===== src/rtl/rc4_pkg.sv =====
// Shared types, encodings and decode helpers for the RC4 key search controller.
package rc4_pkg;

    localparam int KEY_W_DEFAULT = 24;

    typedef enum logic [3:0] {
        ST_IDLE      = 4'd0,
        ST_INIT_GO   = 4'd1,
        ST_INIT_WAIT = 4'd2,
        ST_KSA_GO    = 4'd3,
        ST_KSA_WAIT  = 4'd4,
        ST_PRGA_GO   = 4'd5,
        ST_PRGA_WAIT = 4'd6,
        ST_FOUND     = 4'd7,
        ST_FAIL      = 4'd8
    } state_t;

    localparam logic [1:0] MEM_INIT = 2'd0;
    localparam logic [1:0] MEM_KSA  = 2'd1;
    localparam logic [1:0] MEM_PRGA = 2'd2;
    localparam logic [1:0] MEM_NONE = 2'd3;

    function automatic logic [1:0] mem_sel_of(input state_t st);
        case (st)
            ST_INIT_GO, ST_INIT_WAIT: return MEM_INIT;
            ST_KSA_GO,  ST_KSA_WAIT:  return MEM_KSA;
            ST_PRGA_GO, ST_PRGA_WAIT: return MEM_PRGA;
            default:                  return MEM_NONE;
        endcase
    endfunction

    function automatic logic is_busy(input state_t st);
        case (st)
            ST_INIT_GO, ST_INIT_WAIT,
            ST_KSA_GO,  ST_KSA_WAIT,
            ST_PRGA_GO, ST_PRGA_WAIT: return 1'b1;
            default:                  return 1'b0;
        endcase
    endfunction

endpackage


===== src/rtl/key_counter.sv =====
// Key register for the search: loads the first key, steps by one and flags the
// last key so the controller can stop without wrapping.
module key_counter
    import rc4_pkg::*;
#(
    parameter int              KEY_W     = KEY_W_DEFAULT,
    parameter logic [KEY_W-1:0] KEY_FIRST = 24'h000000,
    parameter logic [KEY_W-1:0] KEY_LAST  = 24'h3FFFFF
) (
    input  logic             clk,
    input  logic             reset_n,
    input  logic             load,
    input  logic             inc,
    output logic [KEY_W-1:0] key,
    output logic             is_last
);

    assign is_last = (key == KEY_LAST);

    // The increment is suppressed on the last key so the register can never wrap.
    always_ff @(posedge clk or negedge reset_n) begin
        if (!reset_n) begin
            key <= KEY_FIRST;
        end else if (load) begin
            key <= KEY_FIRST;
        end else if (inc && !is_last) begin
            key <= key + KEY_W'(1);
        end
    end

endmodule


===== src/rtl/key_search_ctrl.sv =====
// Sequences the init, KSA and PRGA engines over a range of keys until the
// decrypted message is accepted or the range is exhausted.
//
// state      | meaning
// -----------+---------------------------------------------------------
// IDLE       | waiting for start
// INIT_GO    | one-cycle init_start launch, S-memory owned by init
// INIT_WAIT  | waiting for init_done
// KSA_GO     | one-cycle ksa_start launch, S-memory owned by KSA
// KSA_WAIT   | waiting for ksa_done
// PRGA_GO    | one-cycle prga_start launch, S-memory owned by PRGA
// PRGA_WAIT  | waiting for prga_done, then pass/next key/fail
// FOUND      | key holds the accepted key
// FAIL       | every key up to KEY_LAST was rejected
module key_search_ctrl
    import rc4_pkg::*;
#(
    parameter int              KEY_W     = KEY_W_DEFAULT,
    parameter logic [KEY_W-1:0] KEY_FIRST = 24'h000000,
    parameter logic [KEY_W-1:0] KEY_LAST  = 24'h3FFFFF
) (
    input  logic             clk,
    input  logic             reset_n,
    input  logic             start,
    input  logic             abort,
    output logic [KEY_W-1:0] key,
    output logic             init_start,
    output logic             ksa_start,
    output logic             prga_start,
    input  logic             init_done,
    input  logic             ksa_done,
    input  logic             prga_done,
    input  logic             prga_pass,
    output logic [1:0]       mem_sel,
    output logic             busy,
    output logic             found,
    output logic             fail
);

    state_t     state;
    state_t     state_nx;
    logic       key_load;
    logic       key_inc;
    logic       key_is_last;
    logic       init_start_nx;
    logic       ksa_start_nx;
    logic       prga_start_nx;
    logic [1:0] mem_sel_nx;
    logic       busy_nx;
    logic       found_nx;
    logic       fail_nx;

    key_counter #(
        .KEY_W    (KEY_W),
        .KEY_FIRST(KEY_FIRST),
        .KEY_LAST (KEY_LAST)
    ) u_key_counter (
        .clk    (clk),
        .reset_n(reset_n),
        .load   (key_load),
        .inc    (key_inc),
        .key    (key),
        .is_last(key_is_last)
    );

    // Outputs are registered from the next-state decode so they move on the
    // same edge as the state itself.
    always_ff @(posedge clk or negedge reset_n) begin
        if (!reset_n) begin
            state      <= ST_IDLE;
            init_start <= 1'b0;
            ksa_start  <= 1'b0;
            prga_start <= 1'b0;
            mem_sel    <= MEM_NONE;
            busy       <= 1'b0;
            found      <= 1'b0;
            fail       <= 1'b0;
        end else begin
            state      <= state_nx;
            init_start <= init_start_nx;
            ksa_start  <= ksa_start_nx;
            prga_start <= prga_start_nx;
            mem_sel    <= mem_sel_nx;
            busy       <= busy_nx;
            found      <= found_nx;
            fail       <= fail_nx;
        end
    end

    always_comb begin
        state_nx = state;
        key_load = 1'b0;
        key_inc  = 1'b0;
        if (abort) begin
            state_nx = ST_IDLE;
        end else begin
            case (state)
                ST_IDLE, ST_FOUND, ST_FAIL: begin
                    if (start) begin
                        state_nx = ST_INIT_GO;
                        key_load = 1'b1;
                    end
                end
                ST_INIT_GO:   state_nx = ST_INIT_WAIT;
                ST_INIT_WAIT: if (init_done) state_nx = ST_KSA_GO;
                ST_KSA_GO:    state_nx = ST_KSA_WAIT;
                ST_KSA_WAIT:  if (ksa_done) state_nx = ST_PRGA_GO;
                ST_PRGA_GO:   state_nx = ST_PRGA_WAIT;
                ST_PRGA_WAIT: begin
                    if (prga_done) begin
                        if (prga_pass) begin
                            state_nx = ST_FOUND;
                        end else if (key_is_last) begin
                            state_nx = ST_FAIL;
                        end else begin
                            state_nx = ST_INIT_GO;
                            key_inc  = 1'b1;
                        end
                    end
                end
                default:      state_nx = ST_IDLE;
            endcase
        end
    end

    always_comb begin
        init_start_nx = (state_nx == ST_INIT_GO);
        ksa_start_nx  = (state_nx == ST_KSA_GO);
        prga_start_nx = (state_nx == ST_PRGA_GO);
        mem_sel_nx    = mem_sel_of(state_nx);
        busy_nx       = is_busy(state_nx);
        found_nx      = (state_nx == ST_FOUND);
        fail_nx       = (state_nx == ST_FAIL);
    end

endmodule


===== config.mk =====
export PLATFORM = sky130hd
export DESIGN_NAME = key_search_ctrl
export DESIGN_NICKNAME = d
export VERILOG_FILES = /design/src/rtl/rc4_pkg.sv /design/src/rtl/key_counter.sv /design/src/rtl/key_search_ctrl.sv
export SDC_FILE = /design/constraint.sdc
export NUM_CORES = 1
export LEC_CHECK = 0
export CAP_MARGIN = 40
export CORE_MARGIN = 5
export CORE_UTILIZATION = 53
export DETAILED_ROUTE_END_ITERATION = 8
export PLACE_DENSITY = 0.77
export SYNTH_ARGS = -nofsm -noshare
export SYNTH_HDL_FRONTEND = slang
export SYNTH_HIERARCHICAL = 1
export SYNTH_SLANG_ARGS = --single-unit

===== constraint.sdc =====
create_clock -name clk -period 3.9 [get_ports clk]
set_input_delay 0.78 -clock clk [delete_from_list [all_inputs] [get_ports clk]]
set_output_delay 0.78 -clock clk [all_outputs]
set_load 0.01 [all_outputs]

==> results_tabular.tex, run 1 <==
\begin{tabular}{lr}
\hline
Metric & Value \\
\hline
\multicolumn{2}{l}{\textbf{Power and ir drop}} \\
Switching part of the total power & between 20\% and 30\% \\
Part of the total power dissipated in the clock network & just under 40\% \\
Net Sw Power & around 0.20 mW \\
Relative contribution of sequential cells to total power & approximately half \\
Total power consumption of the routed design & 0.815 mW \\
Worst supply voltage drop on vdd & about 0.23 mV \\
Relative contribution of combinational cells to total power & 12.6\% \\
Pwr/cell area & 294 nW/um\^{}2 \\
Internal Dissipation & 0.620 mW \\
Static Leakage & 1.09 nW \\
\multicolumn{2}{l}{\textbf{Global routing}} \\
Overflow after GRT & 0 \\
Via count of the first global-routing pass & 1,751 \\
Global Route Usage Sum & about 20\% \\
Antenna violations before repair & 0 \\
Most Crowded Layer GR & met2 \\
Maximum number of pins on one net before global-route repair & 40 \\
First-pass GRT wire length & 8480 um \\
Met1 Resource Use GR & 26.9\% \\
Met3 Usage GRT & under 10\% \\
Met2 track demand over resource in global routing & around 31\% \\
\multicolumn{2}{l}{\textbf{Logic synthesis}} \\
Most frequent cells after synthesis & dfrtp\_1, nor2\_1, nor2b\_1 \\
Post-synth EDFFs & 0 \\
Netlist cell types & just under 60 \\
Fraction of registers with async set or reset after synthesis & 100\% \\
Netlist area before placement & roughly 2300 um\^{}2 \\
Synth top area share & 37.7\% \\
Leading cell types by total area after synthesis & dfrtp\_1, mux2\_2, nor2b\_1, nor2\_1, a21oi\_1 \\
Leading register cell type out of synthesis & dfrtp\_1 \\
Share of the yosys chip area belonging to registers & approximately 40\% \\
Post-synthesis instance total & 231 \\
Synth Net Count & 240 \\
Most common cell in the netlist & dfrtp\_1 \\
Largest area contributor in the synthesized netlist & dfrtp\_1 \\
Synth warn & 6 \\
Number of storage elements in the synthesis netlist & 36 \\
Avg Cell Area, Syn & a little under 10 um\^{}2 \\
\multicolumn{2}{l}{\textbf{Clock tree}} \\
Root Driver & clkbuf\_8 \\
Hold Buf Count CTS & 0 \\
Post-CTS setup buffer count & 0 \\
TritonCTS buffer count & 5 \\
Clk pin slew, worst setup/hold paths & 0.07 ns \\
Number of gates given a new drive strength after cts & 0 \\
Maximum root-to-sink buffer count & 2 \\
Clock latency on the worst-skew pair & 0.28 ns \\
H-tree depth & 2 \\
CTS sink cnt & 36 \\
CTS tree & yes \\
\multicolumn{2}{l}{\textbf{Timing}} \\
Final number of setup-violating endpoints & 0 \\
Shortest period the worst path allows & $\sim$3.4 ns \\
Final-report hold violation count & 0 \\
Post-route clock skew & roughly 0.0071 ns \\
Slew at the pin closest to its max-slew limit & around 0.81 ns \\
Relative slew slack & between 40\% and 50\% \\
Top achievable clock speed & around 300 MHz \\
Unrepaired setup endpoints after global routing & false \\
Sum of negative setup slack & 0 ns \\
Number of pins with negative max-slew slack in the final report & 0 \\
Period utilization & between 80\% and 90\% \\
\multicolumn{2}{l}{\textbf{Setup path}} \\
Reg2Reg Capture Point & u\_key\_counter/key[22] \\
Endpoint kind of the worst setup timing path & register \\
Category of the most critical setup path & reg2reg \\
R2R Setup Slk & roughly 0.52 ns \\
Worst-path maximum fanout & 15 \\
Critical path required time & roughly 4.1 ns \\
Critical path launch point type & register \\
Worst Reg2Reg Path Length in Cells & 10 \\
Beginning of the worst register-to-register path & u\_key\_counter/key[0] \\
Crit path arrival time & approximately 3.6 ns \\
\multicolumn{2}{l}{\textbf{Routing}} \\
Final routed wire length divided by cell count & about 16 um \\
Final ANT Viol Nets & 0 \\
Via count & 1,867 \\
Number of design rule violations left after detail routing & 0 \\
Total iterations of the first detailed-routing run & 4 \\
Final WL & 4940 um \\
Number of DRC violations after detailed-routing iteration 0 & between 150 and 200 \\
Vias per cell & 5.89 \\
\multicolumn{2}{l}{\textbf{Floorplan}} \\
Total I/O pin count & 40 \\
Die width & about 75 um \\
Initial core utilization & 55.6\% \\
Core area & $\sim$4100 um\^{}2 \\
DIE AREA & between 5000 and 6000 um\^{}2 \\
Chip Height & 75.2 um \\
Site Rows & 23 \\
\multicolumn{2}{l}{\textbf{Outcome}} \\
Result of the run & finished clean \\
\multicolumn{2}{l}{\textbf{Hold path}} \\
Classification of the worst-slack hold path & in2async \\
\multicolumn{2}{l}{\textbf{Place}} \\
Detailed Place HPWL & between 3000 and 4000 um \\
Final estimated routing congestion in global placement & roughly 0.81 \\
IO Port Bufs & 39 \\
\multicolumn{2}{l}{\textbf{Cells and area}} \\
Count of inserted antenna diode cells & 0 \\
Area of combinational cells with multiple inputs & about 1300 um\^{}2 \\
Reg area & roughly 900 um\^{}2 \\
Fraction of layout cells with a size suffix above 1 & roughly 21\% \\
Area growth syn-to-layout & 22.9\% \\
Filler cell count & around 310 \\
Net count reported at finish & between 200 and 300 \\
Final standard cell utilization of the core & 68.3\% \\
\multicolumn{2}{l}{\textbf{Run}} \\
Maxcap violations & 0 \\
\hline
\end{tabular}
==> cells by family after synthesis <==
family / after synthesis / share of synthesized area (%)
AOI/OAI and AO/OA: 44 / 17.7
adders and majority gates: 1 / 0.555
buffers and inverters: 21 / 4.88
DFF: 36 / 40.0
muxes: 17 / 8.43
and+or+nand+nor: 112 / 28.4
==> worst max-delay path: stages (launching register included) <==
cell and delay (ns):
dfrtp_1 0.45, ha_1 0.25, and2_1 0.19, and4_1 0.40, and2_1 0.27, nor4b_2 0.32
buf_4 0.24, nand2_1 0.08, nor4_1 0.28, or4b_2 0.62, a21oi_1 0.18
==> layer usage <==
| layer | part of all wire (%) | vias up |
|---|---|---|
| met3 | 6.5 | 2 |
| met5 | 0 | - |
| li1 | - | 919 |
| met1 | 46 | 893 |
| met4 | 0.59 | 0 |
| met2 | 47 | 53 |
==> cells in the final DEF, fill, tap and decap left out, drive strengths merged, types with 5 or more instances in the layout <==
master         instances
clkdlybuf4s50         38
dfrtp                 34
nor2                  19
nand2                 19
nor2b                 18
mux2                  16
a21oi                 13
nand3                  8
nand4                  8
inv                    6
and2                   5
clkbuf                 5
a211oi                 5
==> per-stage QoR <==
stage          cells  hold WS, ns  cell area, um^2  worst slack [ns]
4_1_cts          317        0.596             2770             0.565
6_report         317        0.587             2770             0.523
5_1_grt          317        0.631             2770             0.260
3_3_place_gp     309        0.567             2660             0.704
2_1_floorplan    231        0.484             2260             0.478
3_5_place_dp     309        0.585             2660             0.583
==> flip-flops by register name, indices dropped and copies added (netlist names) <==
name / cells
u_key_counter/key: 24
init_start: 1
busy: 1
found: 1
mem_sel: 2
prga_start: 1
state: 4
ksa_start: 1
fail: 1
==> how the worst max path moves through the flow <==
stage | start | endpoint | slack, ns | cells past startpoint
2_1_floorplan | u_key_counter/key[0] | u_key_counter/key[21] | 0.48 | 11
3_3_place_gp | prga_done | u_key_counter/key[22] | 0.70 | 8
3_5_place_dp | prga_done | u_key_counter/key[22] | 0.58 | 8
4_1_cts | u_key_counter/key[0] | u_key_counter/key[22] | 0.56 | 10
5_1_grt | u_key_counter/key[0] | u_key_counter/key[22] | 0.26 | 10
6_report | u_key_counter/key[0] | u_key_counter/key[22] | 0.52 | 10
==> area by class of cell <==
type	count	share of cell area [%]
timing repair buffer	42	14.7
inverter	7	0.948
tap	50	2.26
sequential	36	32.6
clock inverter	3	1.53
multi-input combinational	174	45.5
clock buffer	5	2.48
==> power by group through the flow <==
stage               Clock (mW)  Sequential [mW]  Combinational (mW)
finish                   0.319            0.393               0.103
global placement             0            0.400               0.102
global route             0.345            0.395               0.114
detailed placement           0            0.400               0.104
floorplan                    0            0.400              0.0643
CTS                      0.331            0.393               0.105
Note: power is estimated with default switching activity, not from simulation.
==> run 2, diff against run 1 <==
Settings changed: CORE_UTILIZATION 53 to 55, CTS_BUF_LIST from default to sky130_fd_sc_hd__clkbuf_8, PLACE_DENSITY 0.77 to 0.8.
==> run 2 against run 1 <==
  * Clock skew grew 0.0028 ns
  * Highest routed layer unchanged
  * Largest cell class unchanged
  * Largest power group unchanged
  * Die area shrank 3.2%
  * First-iteration DRC count grew 11%
==> results_tabular.tex, run 2 (synthesized netlist as in run 1, its figures left out) <==
\begin{tabular}{lr}
\hline
Metric & Value \\
\hline
\multicolumn{2}{l}{\textbf{Cells and area}} \\
Filler cell count & approximately 340 \\
Fraction of layout cells with a size suffix above 1 & roughly a fifth \\
Area growth syn-to-layout & 21.9\% \\
Most frequent standard cell in the layout excluding fill and tap cells & clkdlybuf4s50\_1 \\
Count of inserted antenna diode cells & 0 \\
Largest register by flop count & u\_key\_counter/key \\
Top flop regs & u\_key\_counter/key (24), state (4), mem\_sel (2) \\
Number of flip-flops in the largest register & 24 \\
Final standard cell utilization of the core & approximately 69\% \\
Commonest non-fill, non-tap cells in the layout & clkdlybuf4s50\_1, dfrtp\_1, nor2\_1, nor2b\_1, nand2\_1 \\
Net count reported at finish & around 280 \\
Post-layout instance count excluding filler cells & $\sim$320 \\
\multicolumn{2}{l}{\textbf{Setup path}} \\
Critical path launch point type & register \\
Category of the most critical setup path & reg2reg \\
Crit path arrival time & about 3.5 ns \\
Worst-path maximum fanout & 15 \\
Endpoint kind of the worst setup timing path & register \\
R2R Setup Slk & slightly below 0.6 ns \\
Launching instance or port of the critical path & u\_key\_counter/key[0] \\
Beginning of the worst register-to-register path & u\_key\_counter/key[0] \\
Critical path required time & around 4 ns \\
\multicolumn{2}{l}{\textbf{Clock tree}} \\
Post-CTS setup buffer count & 0 \\
Clk pin slew, worst setup/hold paths & approximately 0.080 ns \\
Maximum root-to-sink buffer count & 2 \\
TritonCTS buffer count & 5 \\
CTS sink cnt & 36 \\
H-tree depth & 2 \\
Hold Buf Count CTS & 0 \\
Number of gates given a new drive strength after cts & 0 \\
Root Driver & clkbuf\_8 \\
Clock latency on the worst-skew pair & 0.29 ns \\
CTS tree & yes \\
\multicolumn{2}{l}{\textbf{Timing}} \\
Final-report hold violation count & 0 \\
Sum of negative setup slack & 0 ns \\
Post-route clock skew & slightly below 0.01 ns \\
Top achievable clock speed & 301 MHz \\
Number of pins with negative max-slew slack in the final report & 0 \\
Shortest period the worst path allows & 3.32 ns \\
Worst hold-check slack & 0.574 ns \\
Slew at the pin closest to its max-slew limit & approximately 0.80 ns \\
Final number of setup-violating endpoints & 0 \\
Relative slew slack & 46.4\% \\
Unrepaired setup endpoints after global routing & false \\
Period utilization & $\sim$85\% \\
\multicolumn{2}{l}{\textbf{Power and ir drop}} \\
Internal Dissipation & around 0.57 mW \\
Part of the total power dissipated in the clock network & a little over a third \\
Net Sw Power & around 0.2 mW \\
Switching part of the total power & 25.5\% \\
Pwr/cell area & between 200 and 300 nW/um\^{}2 \\
Relative contribution of combinational cells to total power & between 10\% and 20\% \\
Total power consumption of the routed design & about 0.76 mW \\
Relative contribution of sequential cells to total power & between 50\% and 60\% \\
Worst supply voltage drop on vdd & between 0.2 and 0.25 mV \\
Static Leakage & around 1.1 nW \\
\multicolumn{2}{l}{\textbf{Floorplan}} \\
Total I/O pin count & 40 \\
DIE AREA & between 5000 and 6000 um\^{}2 \\
Initial core utilization & 56.4\% \\
Core area & between 4000 and 5000 um\^{}2 \\
Chip Height & approximately 74 um \\
Site Rows & 23 \\
Die width & between 70 and 80 um \\
\multicolumn{2}{l}{\textbf{Global routing}} \\
Antenna violations before repair & 0 \\
Via count of the first global-routing pass & between 1,500 and 2,000 \\
First-pass GRT wire length & about 8300 um \\
Overflow after GRT & 0 \\
Global Route Usage Sum & between 10\% and 20\% \\
Maximum number of pins on one net before global-route repair & 40 \\
\multicolumn{2}{l}{\textbf{Routing}} \\
Total iterations of the first detailed-routing run & 4 \\
Vias per cell & just under 6 \\
Number of DRC violations after detailed-routing iteration 0 & 183 \\
Number of design rule violations left after detail routing & 0 \\
Final WL & 4910 um \\
Final ANT Viol Nets & 0 \\
Final routed wire length divided by cell count & roughly 15 um \\
Via count & 1,852 \\
\multicolumn{2}{l}{\textbf{Place}} \\
Final estimated routing congestion in global placement & 0.931 \\
IO Port Bufs & 39 \\
Cell count after placement & roughly 310 \\
Detailed Place HPWL & between 3000 and 4000 um \\
\multicolumn{2}{l}{\textbf{Run}} \\
Maxcap violations & 0 \\
\multicolumn{2}{l}{\textbf{Outcome}} \\
Result of the run & finished clean \\
\multicolumn{2}{l}{\textbf{Hold path}} \\
Classification of the worst-slack hold path & in2async \\
\hline
\end{tabular}
[run 2: cell count changes in the layout (fill, tap and decap cells not counted)]
cell / change
clkinv_2: -1
bufinv_16: -1
inv_1: +2
clkbuf_8: +1
clkinvlp_4: -1
[run 2: worst paths after layout]
check                                         to  cells after the start
max                        u_key_counter/key[22]                     10
min                        u_key_counter/key[22]                      1
max reg2reg                u_key_counter/key[22]                     10
min reg2reg                u_key_counter/key[23]                      2
max in group asynchronous  u_key_counter/key[15]                      1
min in group clk           u_key_counter/key[23]                      2
[run 2: per-layer routing]
metal	vias up	share of wire [%]	GRT usage [%]
met3	6	5.8	4.59
met5	-	0	0
li1	914	-	-
met4	0	1.2	7.24
met1	883	44	25.4
met2	49	49	31.4
[run 2: layout make-up]
cell class / count / area [um^2] / share of cell area, %
clock inverter: 2 / 7.51 / 0.273
sequential: 36 / 903 / 32.8
timing repair buffer: 42 / 408 / 14.8
inverter: 7 / 26.3 / 0.955
multi-input combinational: 174 / 1260 / 45.8
tap: 50 / 62.6 / 2.27
clock buffer: 6 / 82.6 / 3.00
[run 2: through the flow]
stage / cell area [um^2] / worst slack, ns
final: 2750 / 0.582
after global routing: 2750 / 0.380
after CTS: 2750 / 0.593
after detailed placement: 2660 / 0.608
after global placement: 2660 / 0.707
after floorplan: 2260 / 0.478
[run 2: power by group through the flow]
stage / sequential [mW] / combinational (mW) / clock, mW
final: 0.393 / 0.103 / 0.269
after global routing: 0.394 / 0.115 / 0.292
after CTS: 0.393 / 0.105 / 0.277
after detailed placement: 0.400 / 0.104 / 0
after global placement: 0.400 / 0.103 / 0
after floorplan: 0.400 / 0.0643 / 0
[run 2: worst max-delay path: stages (launching register included)]
cell,delay [ns]
dfrtp_1,0.44
ha_1,0.25
and2_1,0.20
and4_1,0.40
and2_1,0.27
nor4b_2,0.31
buf_4,0.24
nand2_1,0.08
nor4_1,0.29
or4b_2,0.62
a21oi_1,0.16
==> run 3, diff against run 2 <==
Settings changed: CORE_UTILIZATION 55 to 53, PLACE_DENSITY 0.8 to 0.78, RECOVER_POWER from default to 25, SYNTH_HIERARCHICAL 1 to default.
==> run 3 against run 2 <==
  * The run now ends with capacitance limit, slew limit left
  * Register-to-register slack improved by 0.53 ns
  * Sequential share of layout area increased by 2.4 points
  * Final cell count decreased by 3.8%
  * Hold slack got worse by 0.023 ns
  * Non-clock buffer count decreased by 2
  * Critical endpoint is now u_key_counter.key[23]
==> results_tabular.tex, run 3 <==
\begin{tabular}{lr}
\hline
Metric & Value \\
\hline
\multicolumn{2}{l}{\textbf{Place}} \\
Detailed Place HPWL & 3440 um \\
Placed Instance Area & $\sim$2500 um\^{}2 \\
IO Port Bufs & 39 \\
Final estimated routing congestion in global placement & 0.803 \\
Setup slack at placement & a little under 0.8 ns \\
Cell count after placement & about 300 \\
\multicolumn{2}{l}{\textbf{Outcome}} \\
Violations in the final reports & capacitance limit, slew limit \\
Result of the run & complete, but fails checks \\
\multicolumn{2}{l}{\textbf{Clock tree}} \\
CTS sink cnt & 36 \\
Root Driver & clkbuf\_8 \\
Hold Buf Count CTS & 0 \\
Post-CTS setup buffer count & 0 \\
CTS tree & yes \\
Maximum root-to-sink buffer count & 2 \\
Clk pin slew, worst setup/hold paths & 0.07 ns \\
Clock latency on the worst-skew pair & roughly 0.29 ns \\
Number of gates given a new drive strength after cts & 0 \\
H-tree depth & 2 \\
TritonCTS buffer count & 5 \\
\multicolumn{2}{l}{\textbf{Hold path}} \\
Classification of the worst-slack hold path & reg2reg \\
Hold\_sp & u\_key\_counter.key[13] \\
\multicolumn{2}{l}{\textbf{Cells and area}} \\
Fraction of layout cells with a size suffix above 1 & between 7 and 8\% \\
Net count reported at finish & approximately 270 \\
Post-Layout Inst Area & 2560 um\^{}2 \\
Commonest non-fill, non-tap cells in the layout & clkdlybuf4s50\_1, dfrtp\_1, a21oi\_1, nand2\_1, nor2\_1 \\
Largest register by flop count & u\_key\_counter.key \\
Area growth syn-to-layout & 24.7\% \\
Number of flip-flops in the largest register & 24 \\
Count of inserted antenna diode cells & 0 \\
Post-layout instance count excluding filler cells & approximately 300 \\
Most frequent standard cell in the layout excluding fill and tap cells & clkdlybuf4s50\_1 \\
Final standard cell utilization of the core & 69.0\% \\
Top flop regs & u\_key\_counter.key (24), state (4), mem\_sel (2) \\
Filler cell count & just over 300 \\
\multicolumn{2}{l}{\textbf{Timing}} \\
Slew at the pin closest to its max-slew limit & approximately 1.9 ns \\
Least setup slack across all paths after layout & $\sim$1.0 ns \\
Period utilization & $\sim$73\% \\
Worst hold-check slack & 0.551 ns \\
Unrepaired setup endpoints after global routing & false \\
Shortest period the worst path allows & approximately 2.9 ns \\
Final number of setup-violating endpoints & 0 \\
Sum of negative setup slack & 0 ns \\
Relative slew slack & -26.9\% \\
Number of pins with negative max-slew slack in the final report & 37 \\
Final-report hold violation count & 0 \\
Post-route clock skew & roughly 0.011 ns \\
Top achievable clock speed & roughly 350 MHz \\
\multicolumn{2}{l}{\textbf{Logic synthesis}} \\
Synth warn & 0 \\
Netlist cell types & 50 \\
Post-synth EDFFs & 0 \\
Most frequent cells after synthesis & dfrtp\_1, a21oi\_1, nand2\_1 \\
Synth top area share & roughly 41\% \\
Largest area contributor in the synthesized netlist & dfrtp\_1 \\
Number of storage elements in the synthesis netlist & 36 \\
Fraction of registers with async set or reset after synthesis & between 90\% and 100\% \\
Share of the yosys chip area belonging to registers & between 40\% and 50\% \\
Leading register cell type out of synthesis & dfrtp\_1 \\
Avg Cell Area, Syn & roughly 9.3 um\^{}2 \\
Most common cell in the netlist & dfrtp\_1 \\
Post-synthesis instance total & 220 \\
Leading cell types by total area after synthesis & dfrtp\_1, a21oi\_1, mux2i\_1, o21ai\_0, nand2\_1 \\
Netlist area before placement & between 2000 and 2500 um\^{}2 \\
Synth Net Count & between 200 and 250 \\
\multicolumn{2}{l}{\textbf{Routing}} \\
Total iterations of the first detailed-routing run & 4 \\
Via count & between 1,500 and 2,000 \\
Final routed wire length divided by cell count & roughly 16 um \\
Final ANT Viol Nets & 0 \\
Number of DRC violations after detailed-routing iteration 0 & 113 \\
Final WL & between 4000 and 5000 um \\
Number of design rule violations left after detail routing & 0 \\
Vias per cell & roughly 6.1 \\
\multicolumn{2}{l}{\textbf{Global routing}} \\
Via count of the first global-routing pass & about 1,800 \\
Antenna violations before repair & 0 \\
Global Route Usage Sum & 20.2\% \\
First-pass GRT wire length & 8310 um \\
Overflow after GRT & 0 \\
Maximum number of pins on one net before global-route repair & 37 \\
\multicolumn{2}{l}{\textbf{Power and ir drop}} \\
Relative contribution of combinational cells to total power & 11.1\% \\
Switching part of the total power & around a quarter \\
Internal Dissipation & just over 0.6 mW \\
Static Leakage & 0.991 nW \\
Pwr/cell area & between 300 and 400 nW/um\^{}2 \\
Part of the total power dissipated in the clock network & between 30 and 40\% \\
Net Sw Power & 0.193 mW \\
Worst supply voltage drop on vdd & around 0.26 mV \\
Total power consumption of the routed design & roughly 0.80 mW \\
Relative contribution of sequential cells to total power & roughly half \\
\multicolumn{2}{l}{\textbf{Run}} \\
Maxcap violations & 1 \\
\multicolumn{2}{l}{\textbf{Floorplan}} \\
Total I/O pin count & 40 \\
Chip Height & just over 70 um \\
Initial core utilization & between 50\% and 60\% \\
DIE AREA & around 5200 um\^{}2 \\
Core area & approximately 3700 um\^{}2 \\
Site Rows & 22 \\
Die width & between 70 and 80 um \\
\multicolumn{2}{l}{\textbf{Setup path}} \\
Worst-path maximum fanout & 11 \\
Launching instance or port of the critical path & prga\_done \\
Category of the most critical setup path & in2reg \\
Endpoint kind of the worst setup timing path & register \\
Critical path required time & between 4 and 5 ns \\
Crit path arrival time & slightly above 3 ns \\
Beginning of the worst register-to-register path & u\_key\_counter.key[0] \\
Critical path launch point type & input pin \\
\hline
\end{tabular}
==> run 3: cell count changes after synthesis, sizes merged, moves of 4 or more <==
cell    previous run  this run
o21ai              3        14
or3                4         8
xnor2              0         4
o211ai             2         6
mux2i              1         7
mux2              16         1
a21oi             13        18
xor2               0         4
nor2b             18         2
nand2b             2         7
==> run 3: power by group through the flow <==
stage | registers [mW] | clock network, mW | logic, mW
after floorplan | 0.400 | 0 | 0.0505
after global placement | 0.401 | 0 | 0.0900
after detailed placement | 0.401 | 0 | 0.0903
after CTS | 0.394 | 0.326 | 0.0904
after global routing | 0.396 | 0.346 | 0.0997
final | 0.394 | 0.320 | 0.0891
==> run 3: cell families after synthesis <==
family	synth area share [%]
flops	43.9
compound gates	19.8
xor+xnor	3.41
fa+ha+maj	0.608
buf+inv	4.26
simple gates	24.0
mux	3.95
==> run 3: routing by layer <==
metal	up-vias	global-route usage, %	wire length [um]
li1	887	-	-
met2	48	32.1	2290
met1	906	27.1	2200
met4	0	6.89	59
met5	-	0	0
met3	7	4.57	220
==> run 3: worst max-delay path: stages <==
cell and delay, ns:
clkdlybuf4s50_1 0.56, nor2b_1 0.22, and4bb_2 0.39, o211ai_1 0.35, or4_1 0.59, a21oi_1 0.17
==> run 3: layout make-up <==
type                    instances  area [um^2]  area share (%)
multi-input cells             164         1070            41.6
clock buffers                   5         68.8            2.68
clock inverters                 3         38.8            1.51
well taps                      48         60.1            2.34
inverters                       9         33.8            1.32
flip-flops and latches         36          903            35.2
repair buffers                 40          394            15.4
==> run 3: path summary, 6_finish.rpt <==
path                            slack (ns)               endpoint  cells after the start
worst max register to register        1.11  u_key_counter.key[21]                      6
worst min register to register        0.55  u_key_counter.key[13]                      1
worst max-delay path                  1.04  u_key_counter.key[23]                      6
max in group asynchronous             1.25             init_start                      2
min in group asynchronous             1.55  u_key_counter.key[22]                      2
worst min-delay path                  0.55  u_key_counter.key[13]                      1
